### src/rtl/subword_sequencer.sv
// Byte-serial AES SubWord controller: steps a shared 4:1 byte mux through the
// four bytes of word_q and collects the shared S-box results into out_word.
module subword_sequencer #(
  parameter int SBOX_LAT = 1
) (
  input  logic        clk,
  input  logic        rst_n,
  input  logic        in_valid,
  output logic        in_ready,
  input  logic [31:0] in_word,
  output logic [31:0] word_q,
  output logic        sel_s1,
  output logic        sel_s2,
  input  logic [7:0]  sbox_byte,
  output logic        out_valid,
  input  logic        out_ready,
  output logic [31:0] out_word,
  output logic        busy
);

  // state | meaning
  // IDLE  | waiting for in_valid; in_ready high
  // ISSUE | driving byte index k = 0..3 onto the mux selects
  // DRAIN | waiting for the last S-box result to emerge
  // DONE  | out_word valid; waiting for out_ready
  typedef enum logic [1:0] {IDLE, ISSUE, DRAIN, DONE} state_t;

  localparam logic [1:0] DRAIN_LD = (SBOX_LAT > 0) ? 2'(SBOX_LAT - 1) : 2'd0;

  state_t     state, state_nxt;
  logic [1:0] k_q;
  logic [1:0] drain_cnt;
  logic       issue_v;
  logic       cap_v;
  logic [1:0] cap_idx;

  assign issue_v = (state == ISSUE);
  assign sel_s1  = k_q[1];
  assign sel_s2  = k_q[0];

  always_ff @(posedge clk or negedge rst_n) begin
    if (!rst_n) state <= IDLE;
    else        state <= state_nxt;
  end

  always_comb begin
    state_nxt = state;
    in_ready  = 1'b0;
    out_valid = 1'b0;
    busy      = 1'b1;
    case (state)
      IDLE: begin
        in_ready = 1'b1;
        busy     = 1'b0;
        if (in_valid) state_nxt = ISSUE;
      end
      ISSUE: begin
        if (k_q == 2'd3) state_nxt = (SBOX_LAT == 0) ? DONE : DRAIN;
      end
      DRAIN: begin
        if (drain_cnt == 2'd0) state_nxt = DONE;
      end
      DONE: begin
        out_valid = 1'b1;
        if (out_ready) state_nxt = IDLE;
      end
      default: state_nxt = IDLE;
    endcase
  end

  // Select register doubles as the issue index; it wraps to 0 after the last issue.
  always_ff @(posedge clk or negedge rst_n) begin
    if (!rst_n)       k_q <= 2'd0;
    else if (issue_v) k_q <= k_q + 2'd1;
    else              k_q <= 2'd0;
  end

  always_ff @(posedge clk or negedge rst_n) begin
    if (!rst_n)
      drain_cnt <= 2'd0;
    else if (issue_v && (k_q == 2'd3))
      drain_cnt <= DRAIN_LD;
    else if ((state == DRAIN) && (drain_cnt != 2'd0))
      drain_cnt <= drain_cnt - 2'd1;
  end

  always_ff @(posedge clk or negedge rst_n) begin
    if (!rst_n)                        word_q <= 32'd0;
    else if ((state == IDLE) && in_valid) word_q <= in_word;
  end

  // Issue tracking: each issue's index follows the S-box pipeline so the result
  // lands in the right byte lane when it emerges.
  if (SBOX_LAT == 0) begin : g_direct
    assign cap_v   = issue_v;
    assign cap_idx = k_q;
  end else begin : g_pipe
    logic [SBOX_LAT-1:0] pv;
    logic [1:0]          pidx [SBOX_LAT];

    always_ff @(posedge clk or negedge rst_n) begin
      if (!rst_n) begin
        pv <= '0;
        for (int i = 0; i < SBOX_LAT; i++) pidx[i] <= 2'd0;
      end else begin
        pv[0]   <= issue_v;
        pidx[0] <= k_q;
        for (int i = 1; i < SBOX_LAT; i++) begin
          pv[i]   <= pv[i-1];
          pidx[i] <= pidx[i-1];
        end
      end
    end

    assign cap_v   = pv[SBOX_LAT-1];
    assign cap_idx = pidx[SBOX_LAT-1];
  end

  always_ff @(posedge clk or negedge rst_n) begin
    if (!rst_n) begin
      out_word <= 32'd0;
    end else if (cap_v) begin
      case (cap_idx)
        2'd0:    out_word[7:0]   <= sbox_byte;
        2'd1:    out_word[15:8]  <= sbox_byte;
        2'd2:    out_word[23:16] <= sbox_byte;
        default: out_word[31:24] <= sbox_byte;
      endcase
    end
  end

endmodule

### config.mk
export PLATFORM = sky130hd
export DESIGN_NAME = subword_sequencer
export DESIGN_NICKNAME = d
export VERILOG_FILES = /design/src/rtl/subword_sequencer.sv
export SDC_FILE = /design/constraint.sdc
export NUM_CORES = 1
export LEC_CHECK = 0
export CORE_MARGIN = 3
export CORE_UTILIZATION = 43
export CTS_CLUSTER_SIZE = 16
export DETAILED_ROUTE_END_ITERATION = 8
export PLACE_DENSITY = 0.82
export SLEW_MARGIN = 20
export SYNTH_ARGS = -nofsm -noshare
export SYNTH_HDL_FRONTEND = slang
export SYNTH_SLANG_ARGS = --single-unit
### constraint.sdc
create_clock -name clk -period 1.9 [get_ports clk]
set_input_delay 0.38 -clock clk [delete_from_list [all_inputs] [get_ports clk]]
set_output_delay 0.38 -clock clk [all_outputs]
set_load 0.02 [all_outputs]
# After elaboration in Yosys (flattened, before gate mapping)
# Index checks and enable logic that the tools add are counted.
# totals
n_memories,0
ff_bits,73
out_inout_bits,69
ram_bits,0
latchBits,0
romBits,0
input_bits,44
elab_cells,48
# classes
reduce_logical,14
n_eq_ne,10
n_mul,0
n_div,0
bitwise_logic,1
n_addsub,2
n_shift,0
n_mux,11
n_lt_le_gt_ge,0
# op_table
op,n
$mux W2,7
$eq A2 B2 Y1 const B,4
$pmux W2 S4,1
$reduce_and A2 Y1,4
$logic_not A2 Y1,3
$ne A2 B2 Y1 const B,3
$eq A2 B1 Y1 const B,2
$reduce_and A4 Y1,1
$reduce_bool A2 Y1,2
$logic_and A1 B1 Y1,3
$mux W1,3
$reduce_or A3 Y1,1
$add A2 B1 Y2 const B,1
$ne A2 B1 Y1 const B,1
$sub A2 B1 Y2 const B,1
$not A1 Y1,1

# Logic depth before layout (Yosys ltp)
# depth
depth_word,4
mapped_depth,5
mapped_depth_nobuf,5

# Worst setup path before layout
# OpenSTA, ideal clock, no wires.
# synth_path
kind,register -> register
from,reg state[0]
to,reg state[1]
setup_time_ns,0.128
t_required_ns,1.772
path_buffers,0
arrival_ns,1.531
synth_period_minus_slack_ns,1.659
path_stages_with_launch,5
setup_slack_ns,0.241
cell_sequence,dfrtp_1 -> ha_1 -> nor2b_1 -> a2111oi_4 -> mux2_1
# synth_between
elab_chain_len,3
word_cells_on_any_way,10
classes_between,7 x eq/ne; 1 x mux; 2 x reduce/logical
# synth_rtl
item,line,text
"start, declared",30,"state_t state, state_nxt;"
"start signal, assigned",43,else state <= state_nxt;
$eq A2 B2 Y1 (tied with other cells),51,case (state)
$ne A2 B2 Y1 (no line) or $ne A2 B1 Y1 (tied branches),-,
$reduce_and A4 Y1 (no line),-,
# Parallel ways exist; a longest one is shown, timed or not.
# A chain may end at the register's enable or synchronous reset.

# Worst setup path after layout
# layout_path
from,reg state[0]
to,out busy
# layout_between
elab_chain_len,2
# layout_rtl
item,line,text
$logic_not A2 Y1,51,
$mux W1,51,
"end, declared",18,output logic busy
# No other way between the ends.

==> results.py <==
metrics = {
    "sta": {
        "hold_viol": 0,
        "drv_slew": 0,
        "tns_ns": 0,
        "fmax_mhz": 554,
        "finClkSkew_ns": 0.00331,
        "layout_min_cycle_time_ns": 1.81,
        "setup_viol": 0,
        "min_period_over_period_pct": 95.1,
        "grt_setup_unrepaired": "false",
        "slew_headroom_pct": 65.3,
        "worst_hold_slack_ns": 0.430,
        "tightest_slew_ns": 0.519,
    },
    "die": {
        "core-area_mm2": 0.00639,
        "start_util_pct": 44.6,
        "die_area_mm2": 0.00764,
        "fp-row-count": 29,
        "chipWidth_um": 87.4,
        "io_pins": 113,
        "die_y_um": 87.4,
    },
    "final_layout": {
        "instances_no_fill": 371,
        "fin_nets": 343,
        "area_growth_pct": 49.0,
        "antenna_cells": 0,
        "final_util_pct": 66.5,
        "drive_above_1_share_pct": 29.3,
    },
    "drt": {
        "vias_per_cell": 4.93,
        "drt_pass1_iterations": 4,
        "wl_per_cell_um": 15.9,
        "dr_total_vias": 1828,
        "drc": 0,
        "antenna_left": 0,
        "detail_route.iter0.violations": 39,
        "totalWireLength_um": 5890,
    },
    "clock_network": {
        "post-cts-setup-buffer-count": 0,
        "clk_pin_slew_worst_paths_ns": 0.06,
        "cts_tree": "yes",
        "htreeDepth": 3,
        "clock_path_buffers": 2,
        "cts.sinks": 73,
        "cts_made_buffers": 9,
        "root_buffer": "clkbuf_8",
        "insertion_delay_ns": 0.32,
    },
    "synthesis": {
        "synthCells": 170,
        "yosys_most_used_dff": "dfrtp_1",
        "synth_edf_count": 0,
        "async_reset_ff_share_pct": 100,
        "synth_cell_types": 20,
        "synth-seq-cells": 73,
        "syn-cell-area_mm2": 0.00285,
        "yosysWarningCount": 0,
        "synth_seq_area_share_pct": 64.1,
        "syn-num-nets": 220,
        "syn_area_per_cell_um2": 16.8,
    },
    "worst_setup_path": {
        "crit_arrival_ns": 1.43,
        "end_kind": "output port",
        "cp_slowest_cell": "dfrtp_1",
        "slowest_delay_ns": 0.41,
        "cp-startpoint": "state[0]$_DFFE_PN0P_",
        "rr_startpoint": "state[1]$_DFFE_PN0P_",
        "crit_path_frequent_cell": "inv_1",
        "crit_chain": "inv_1 > ha_4 > inv_1 > dlygate4sd2_1",
        "crit_fanout": 5,
        "cp_data_required_time_ns": 1.52,
        "crit_type": "flop to output port",
        "critPathTopFamily": "buffers and inverters",
        "cp-start-kind": "flop",
        "path_buf_inv": 3,
    },
    "global_routing": {
        "grt_pass1_vias": 1889,
        "antenna_found_initial": 0,
        "grt_max_degree": 46,
        "grt_pass1_wl_um": 8970,
        "grt_remaining_overflow": 0,
        "grtUsageTotal_pct": 15.7,
    },
    "power_and_ir_drop": {
        "seqPwrFrac_pct": 36.0,
        "power.total_mw": 7.63,
        "p_per_area_mw_per_mm2": 1800,
        "p_int_mw": 4.97,
        "ir_drop_v": 0.00102,
        "netSwitchingFraction_pct": 34.9,
        "pwr-share-clk_pct": 13.1,
        "combPwrFrac_pct": 51.0,
        "netSwitchingPower_mw": 2.66,
        "p_leak_nw": 1.81,
    },
    "hold_path": {
        "worstHoldStart": "k_q[1]$_DFF_PN0_",
        "holdCritPathClass": "flop to flop",
    },
    "run": {
        "maxCapViolCount": 0,
    },
    "placement": {
        "portBuffers": 112,
        "gp_congestion": 0.680,
        "dp_hpwl_um": 4440,
        "place_inst": 358,
    },
    "outcome": {
        "outcome": "finished clean",
    },
}
[placed cells by master, fill, tap and decap left out]
cell / instances
a2111oi_4: 1
a21oi_1: 1
a221oi_1: 1
and2_1: 1
and2b_1: 1
buf_12: 2
buf_4: 1
clkbuf_8: 11
clkdlybuf4s50_1: 108
clkinv_2: 1
dfrtp_1: 73
dlygate4sd2_1: 3
dlygate4sd3_1: 1
ha_1: 5
ha_4: 1
inv_1: 6
mux2_1: 1
mux2_2: 64
nand2_1: 1
nand3_2: 1
nand3b_2: 2
nor2_1: 1
nor2b_1: 3
nor3b_4: 1
o32a_1: 1
or2_2: 1
xnor2_1: 1
[metrics by stage]
| step | area [µm²] | setup WS, ns |
|---|---|---|
| detailed placement | 4070 | 0.0768 |
| global route | 4240 | 0.0155 |
| CTS | 4230 | 0.0266 |
| floorplan | 2850 | 0.241 |
| finish | 4240 | 0.0940 |
| global placement | 4070 | 0.137 |
[layer usage]
layer	routed length [µm]	GRT usage, %	up-vias
met5	0	0	-
li1	-	-	841
met1	2340	18.5	914
met4	89	7.95	0
met3	478	5.20	8
met2	2990	25.6	65
[power groups by stage]
stage / Clock, mW / Combinational, mW / Sequential (mW)
5_1_grt: 1.11 / 4.11 / 2.84
3_3_place_gp: 0 / 3.85 / 2.74
3_5_place_dp: 0 / 3.93 / 2.78
4_1_cts: 1.05 / 3.93 / 2.75
6_report: 0.997 / 3.89 / 2.74
2_1_floorplan: 0 / 1.17 / 3.62
[area by class of cell]
type                            count  area (µm²)
Multi-Input combinational cell     88         977
Clock inverter                      1        5.00
Inverter                            6        22.5
Timing Repair Buffer              115        1160
Fill cell                         482        2140
Sequential cell                    73        1830
Tap cell                           77        96.3
Clock buffer                       11         151
[worst paths after layout]
kind                                       endpoint  slack [ns]  depth (start not counted)
setup / recovery                               busy        0.09                          4
hold / removal                 cap_idx[1]$_DFF_PN0_        0.43                          0
setup reg to reg               state[1]$_DFFE_PN0P_        0.18                          5
hold reg to reg                cap_idx[1]$_DFF_PN0_        0.43                          0
max in group asynchronous    word_q[10]$_DFFE_PN0P_        0.81                          3
min in group asynchronous  out_word[18]$_DFFE_PN0P_        0.53                          2
[synthesized netlist by cell type, types with 2 or more instances]
cell type | count | area, µm²
buf_6 | 3 | 33.8
dfrtp_1 | 73 | 1830
ha_1 | 6 | 75.1
inv_1 | 6 | 22.5
mux2_2 | 64 | 721
nand3b_2 | 2 | 22.5
nor2b_1 | 3 | 18.8
[sequential cells by signal, indices dropped and copies added (netlist names)]
register	flops
cap_idx	2
cap_v	1
drain_cnt	2
out_word	32
state	2
k_q	2
word_q	32
[cell families (layout without fill, tap and decap cells)]
group	count (synthesis)	in the layout	synth area share (%)
XOR/XNOR	1	1	0.308
buffers and inverters	9	133	1.98
adder cells (fa/ha/maj)	6	6	2.64
multiplexers	65	65	25.7
AO/OA/AOI/OAI	4	4	1.80
AND/OR/NAND/NOR	12	12	3.43
flip-flops	73	73	64.1
[what timing repair did]
item                                    in CTS  in global routing
endpoints found under the setup margin       3                  2
gates resized for setup                      4                  1
hold endpoints to repair                    28                  0
hold buffers                                 1                  0
Power figures use the tool's default switching activity.
